File: src/rtl/axioma_ext_int.sv
// External interrupt unit (INT0..INTn): pin sync, EICRA/EIMSK/EIFR sense logic, req/ack/RETI FSM.
// Optional glitch filter enabled by defining AXIOMA_EXT_INT_FILTER_EN.
module axioma_ext_int #(
    parameter int unsigned NUM_INT       = 2,
    parameter int unsigned SYNC_STAGES   = 2,
    parameter logic [15:0] VECTOR_BASE   = 16'h0001,
    parameter logic [7:0]  ADDR_EICRA    = 8'h69,
    parameter logic [7:0]  ADDR_EIMSK    = 8'h3D,
    parameter logic [7:0]  ADDR_EIFR     = 8'h3C,
    parameter int unsigned FILTER_CYCLES = 4
) (
    input  logic               clk,
    input  logic               reset_n,
    input  logic [NUM_INT-1:0] int_pins,
    input  logic [7:0]         io_addr,
    input  logic               io_wr,
    input  logic               io_rd,
    input  logic [7:0]         io_wdata,
    output logic [7:0]         io_rdata,
    input  logic               global_ie,
    output logic               irq_req,
    output logic [15:0]        irq_vector,
    input  logic               irq_ack,
    input  logic               irq_reti,
    output logic               irq_active
);
    localparam int unsigned IDX_W = (NUM_INT > 1) ? $clog2(NUM_INT) : 1;

    typedef enum logic [1:0] {StIdle, StReq, StService} state_e;

    logic [SYNC_STAGES-1:0][NUM_INT-1:0] r_sync;
    logic [NUM_INT-1:0]   w_sync, w_lvl, r_prev;
    logic [2*NUM_INT-1:0] r_eicra;
    logic [NUM_INT-1:0]   r_eimsk, r_eifr;
    logic [NUM_INT-1:0]   w_set, w_is_level, w_pend, w_elig, w_sw_clr, w_ack_clr;
    logic [IDX_W-1:0]     w_prio, r_idx, w_idx_d;
    state_e               r_state, w_state_d;
    logic                 r_req, w_req_d, r_active, w_active_d;
    logic [15:0]          r_vec, w_vec_d;
    logic                 w_unused;

    // Read strobe has no side effects; filter length only matters in the filtered build.
    assign w_unused = io_rd ^ FILTER_CYCLES[0];

    always_ff @(posedge clk or negedge reset_n) begin
        if (!reset_n) begin
            r_sync <= '0;
        end else begin
            r_sync[0] <= int_pins;
            for (int i = 1; i < SYNC_STAGES; i++) r_sync[i] <= r_sync[i-1];
        end
    end
    assign w_sync = r_sync[SYNC_STAGES-1];

`ifdef AXIOMA_EXT_INT_FILTER_EN
    localparam int unsigned CNT_W = $clog2(FILTER_CYCLES + 1);
    logic [NUM_INT-1:0]            r_filt;
    logic [NUM_INT-1:0][CNT_W-1:0] r_cnt;

    // A new level is accepted only once it has been seen FILTER_CYCLES samples in a row.
    always_ff @(posedge clk or negedge reset_n) begin
        if (!reset_n) begin
            r_filt <= '0;
            r_cnt  <= '0;
        end else begin
            for (int n = 0; n < NUM_INT; n++) begin
                if (w_sync[n] == r_filt[n]) begin
                    r_cnt[n] <= '0;
                end else if (r_cnt[n] == CNT_W'(FILTER_CYCLES - 1)) begin
                    r_filt[n] <= w_sync[n];
                    r_cnt[n]  <= '0;
                end else begin
                    r_cnt[n] <= r_cnt[n] + CNT_W'(1);
                end
            end
        end
    end
    assign w_lvl = r_filt;
`else
    assign w_lvl = w_sync;
`endif

    always_comb begin
        w_set      = '0;
        w_is_level = '0;
        w_pend     = '0;
        for (int n = 0; n < NUM_INT; n++) begin
            case (r_eicra[2*n +: 2])
                2'b00:   w_is_level[n] = 1'b1;
                2'b01:   w_set[n]      = w_lvl[n] ^ r_prev[n];
                2'b10:   w_set[n]      = ~w_lvl[n] & r_prev[n];
                default: w_set[n]      = w_lvl[n] & ~r_prev[n];
            endcase
            w_pend[n] = w_is_level[n] ? ~w_lvl[n] : r_eifr[n];
        end
    end

    assign w_elig = w_pend & r_eimsk;

    always_comb begin
        w_prio = '0;
        for (int i = NUM_INT - 1; i >= 0; i--) begin
            if (w_elig[i]) w_prio = IDX_W'(i);
        end
    end

    always_comb begin
        w_state_d  = r_state;
        w_req_d    = r_req;
        w_active_d = r_active;
        w_idx_d    = r_idx;
        w_vec_d    = r_vec;
        w_ack_clr  = '0;
        case (r_state)
            StIdle: begin
                if (global_ie && |w_elig) begin
                    w_idx_d   = w_prio;
                    w_vec_d   = VECTOR_BASE + 16'(w_prio);
                    w_req_d   = 1'b1;
                    w_state_d = StReq;
                end
            end
            StReq: begin
                if (irq_ack) begin
                    if (!w_is_level[r_idx]) w_ack_clr[r_idx] = 1'b1;
                    w_req_d    = 1'b0;
                    w_active_d = 1'b1;
                    w_state_d  = StService;
                end else if (!global_ie || !w_elig[r_idx]) begin
                    w_req_d   = 1'b0;
                    w_state_d = StIdle;
                end
            end
            StService: begin
                if (irq_reti) begin
                    w_active_d = 1'b0;
                    w_state_d  = StIdle;
                end
            end
            default: w_state_d = StIdle;
        endcase
    end

    assign w_sw_clr = (io_wr && io_addr == ADDR_EIFR) ? io_wdata[NUM_INT-1:0] : '0;

    always_ff @(posedge clk or negedge reset_n) begin
        if (!reset_n) begin
            r_prev   <= '0;
            r_eicra  <= '0;
            r_eimsk  <= '0;
            r_eifr   <= '0;
            r_state  <= StIdle;
            r_req    <= 1'b0;
            r_active <= 1'b0;
            r_idx    <= '0;
            r_vec    <= '0;
        end else begin
            r_prev <= w_lvl;
            if (io_wr && io_addr == ADDR_EICRA) r_eicra <= io_wdata[2*NUM_INT-1:0];
            if (io_wr && io_addr == ADDR_EIMSK) r_eimsk <= io_wdata[NUM_INT-1:0];
            // Hardware set wins over a same-cycle software or ack clear.
            r_eifr   <= (r_eifr & ~(w_sw_clr | w_ack_clr)) | w_set;
            r_state  <= w_state_d;
            r_req    <= w_req_d;
            r_active <= w_active_d;
            r_idx    <= w_idx_d;
            r_vec    <= w_vec_d;
        end
    end

    always_comb begin
        io_rdata = '0;
        if (io_addr == ADDR_EICRA) begin
            io_rdata[2*NUM_INT-1:0] = r_eicra;
        end else if (io_addr == ADDR_EIMSK) begin
            io_rdata[NUM_INT-1:0] = r_eimsk;
        end else if (io_addr == ADDR_EIFR) begin
            io_rdata[NUM_INT-1:0] = r_eifr;
        end
    end

    assign irq_req    = r_req;
    assign irq_vector = r_vec;
    assign irq_active = r_active;

endmodule
File: config.mk
export PLATFORM = sky130hd
export DESIGN_NAME = axioma_ext_int
export DESIGN_NICKNAME = d
export VERILOG_FILES = /design/src/rtl/axioma_ext_int.sv
export SDC_FILE = /design/constraint.sdc
export NUM_CORES = 1
export LEC_CHECK = 0
export ABC_AREA = 1
export BUFFER_PORTS_ARGS = -buffer_cell sky130_fd_sc_hd__buf_2
export CORE_MARGIN = 8
export CORE_UTILIZATION = 52
export CTS_BUF_LIST = sky130_fd_sc_hd__clkbuf_8
export CTS_CLUSTER_DIAMETER = 80
export DETAILED_ROUTE_END_ITERATION = 16
export GPL_ROUTABILITY_DRIVEN = 0
export PLACE_DENSITY = 0.95
export SLEW_MARGIN = 20
export SYNTH_ARGS = -nofsm -noshare
export SYNTH_HDL_FRONTEND = slang
export SYNTH_SLANG_ARGS = --single-unit
export TNS_END_PERCENT = 20
File: constraint.sdc
create_clock -name clk -period 1.8 [get_ports clk]
set_input_delay 0 -clock clk [delete_from_list [all_inputs] [get_ports clk]]
set_output_delay 0 -clock clk [all_outputs]
set_load 0.01 [all_outputs]
==> impl_results.md <==
* Clock Pin Slew Worst Setup and Hold Paths at 70 ps
* Root Buffer: clkbuf_8
* R2r worst-path depth at 8
* Crit path DAT at 1390 ps
* Layout cells sized above 1 at 0.2155
* Post-cts repair resize count at 0
* Max-Cap Viols at 0
* Leak pwr at 0.7873 nW
* Synth Area in Adders at 0.04228
* GRT Total Usage at 0.1216
* Slew Limit Fails at 0
* CTS H-Tree Depth at 1
* Hpwl dp at 1.904 mm
* Worst hold stages at 3
* CP top delay family: simple AND/OR/NAND/NOR gates
* Wire length on met3 at 275 um
* Vias at 1014
* Final std cells w/o fill at 209
* DRT Wirelength at 2.339 mm
* VDD IR max at 0.8754 mV
* Worst reg2reg path endpoint: irq_req
* Setup ws final at 564.2 ps
* Die ar. at 4059 sq um
* Final period utilization at 0.6865
* Filler instances at 185
* Crit path required time at 1950 ps
* Max Fclk at 809.2 MHz
* Port bufs at 27
* Die X at 63.71 um
* First-pass detailed-route iteration total at 4
* Sequential element share of the synthesized area at 0.4228
* Startpoint Class: flip-flop
* Hold_sp: io_wdata[1]
* Yosys reg bits at 20
* Top post-synthesis cells by area: dfrtp_1 42%, buf_4 12%, nand2_1 11%
* Post-synth top area share at 0.4228
* Pre-CTS setup slack at 566.1 ps
* # nets final at 211
* Crit path top cell by count: nand2_1
* WS Path Type: reg2reg
* Largest net degree at the start of global routing at 21
* Die height at 63.71 um
* CP cell instances: nor2_1, nand2_1, nand3_1, nand2_1, nand3_1, nand3_1, nand2_1, nand2_1
* Post-Syn Instances at 145
* Initial antenna violation count at 0
* Area delta synth->final at 19.66%
* RSZ-0062 raised after global routing: no
* Detailed Route Iter0 Violations at 50
* Routed length per instance at 11.19 um
* Clk_lat worst skew at 260 ps
* Hold worst-path end: r_eimsk[1]
* Placed cells at 198
* Number of distinct library cells after synthesis at 24
* Outcome: completed
* Worst reg2reg startpoint: r_eicra[0]
* Mean Syn Cell Area at 8.163 sq um
* Multiplexer area fraction after synthesis at 0
* Commonest non-fill, non-tap cell in the layout: nand2_1
* First-pass GRT wire length at 3.995 mm
* Post-route DRC at 0
* Number of global-route vias before repair at 939
* IO Pins at 51
* Initial core utilization at 0.5403
* Final Skew at 4.894 ps
* Max stage delay on crit path at 440 ps
* Cts bufs inserted at 3
* Crit path time final at 1236 ps
* Final ANT Viol Nets at 0
* Clock Sink Count at 20
* Yosys top cell by area: dfrtp_1
* Met2 routed WL at 1.053 mm
* PwrDens at 872.9 nW/um^2
* Hold Fails Final Rpt at 0
* Highest metal used: met4
* Gr ovfl total at 0
* Simple-gate share of the synthesized area at 0.2918
* Crit path capture type: flip-flop
* Largest family of logic cells by synthesized area: simple AND/OR/NAND/NOR gates
* Antenna diodes at 0
* Design Power at 1.236 mW
* Final Core Density at 0.6465
* Num rows at 17
* Reg2Reg Setup Slack at 560 ps
* Post-Synth XOR/XNOR Area at 0
* Complex-gate fraction of the synthesized area at 0.07188
* Setup TNS at 0 ps
* Number of setup violations in the final report at 0
* CTS max path bufs at 2
* Commonest non-fill, non-tap cells in the layout: 35 x nand2_1, 27 x buf_2, 20 x dfrtp_1, 18 x conb_1, 14 x nand3_1
* Synthesized area at 1184 sq um
* Worst Path Buf+Inv at 0
* TritonCTS clock tree: done
* Detailed-route vias per instance at 4.852
* Yosys warnings at 0
* Slowest CP cell: dfrtp_1
* Crit path max fanout at 6
* CORE AREA at 2191 sq um
* M1 wire length at 966 um
* Min-Delay Path Class: in2reg
metrics by stage:
stage / hold WS (ps) / area [sq um]
CTS: 10.10 / 1416
detailed placement: -31.05 / 1275
global placement: -39.54 / 1275
global route: 33.63 / 1416
floorplan: -295.6 / 1247
finish: 12.07 / 1416
metal layers:
layer | global-route usage | vias to the layer above
met5 | 0 | -
met4 | 0.06685 | 0
met3 | 0.04770 | 5
met2 | 0.1990 | 49
met1 | 0.1323 | 459
li1 | - | 501
flip-flops by register name (all words and copies together) (netlist names):
signal,flops
r_prev,2
w_lvl,2
r_idx,1
irq_active,1
r_eicra,4
r_state,2
irq_vector,1
r_eimsk,2
r_sync,2
r_eifr,2
irq_req,1
where the power goes:
| group | total, mW | switching (mW) | internal, mW |
|---|---|---|---|
| Combinational | 0.241 | 0.143 | 0.0973 |
| Sequential | 0.553 | 0.0426 | 0.510 |
| Clock | 0.443 | 0.146 | 0.297 |
| Total | 1.24 | 0.332 | 0.904 |
cells by family (layout without fill, tap and decap cells):
group,Yosys count,in the layout
AO/OA/AOI/OAI,14,14
buffers and inverters,34,53
adder cells (fa/ha/maj),4,4
other,1,18
AND/OR/NAND/NOR,72,72
flip-flops,20,20
synthesized netlist by cell type (all sizes together):
library cell / n
o31ai: 2
o211ai: 1
buf: 19
conb: 1
nand2: 37
nor2: 12
nor3: 5
inv: 15
a21boi: 1
a31oi: 1
nor3b: 2
nand3: 14
o221ai: 1
ha: 4
nor4: 1
o21ai: 8
nand3b: 1
dfrtp: 20
worst min-delay path, stage by stage:
cell	delay, ps
buf_2	120
nand3_1	70
nand2_1	50
worst max-delay path by stage:
| stage | cells after the start | slack [ps] | from | endpoint |
|---|---|---|---|---|
| 6_report | 8 | 560 | r_eicra[0] | irq_req |
| 2_1_floorplan | 8 | 710 | r_eicra[0] | irq_req |
| 3_5_place_dp | 8 | 570 | r_eicra[0] | irq_req |
| 3_3_place_gp | 8 | 590 | r_eicra[0] | irq_req |
| 5_1_grt | 5 | 430 | r_eicra[3] | r_idx |
| 4_1_cts | 8 | 560 | r_eicra[0] | irq_req |
timing repair:
action / 4_1_cts / 5_1_grt
setup buffers: 0 / 0
endpoints found under the hold margin: 27 / 0
hold buffers: 7 / 0
final cells by class:
type | count | area [sq um] | area share
tap | 28 | 35.03 | 0.02473
multi-input combinational | 108 | 548.0 | 0.3869
clock buffer | 3 | 41.29 | 0.02915
clock inverter | 1 | 30.03 | 0.02120
sequential | 20 | 500.5 | 0.3534
inverter | 15 | 56.30 | 0.03975
timing repair buffer | 34 | 205.2 | 0.1449
Note: power is estimated with default switching activity, not from simulation.
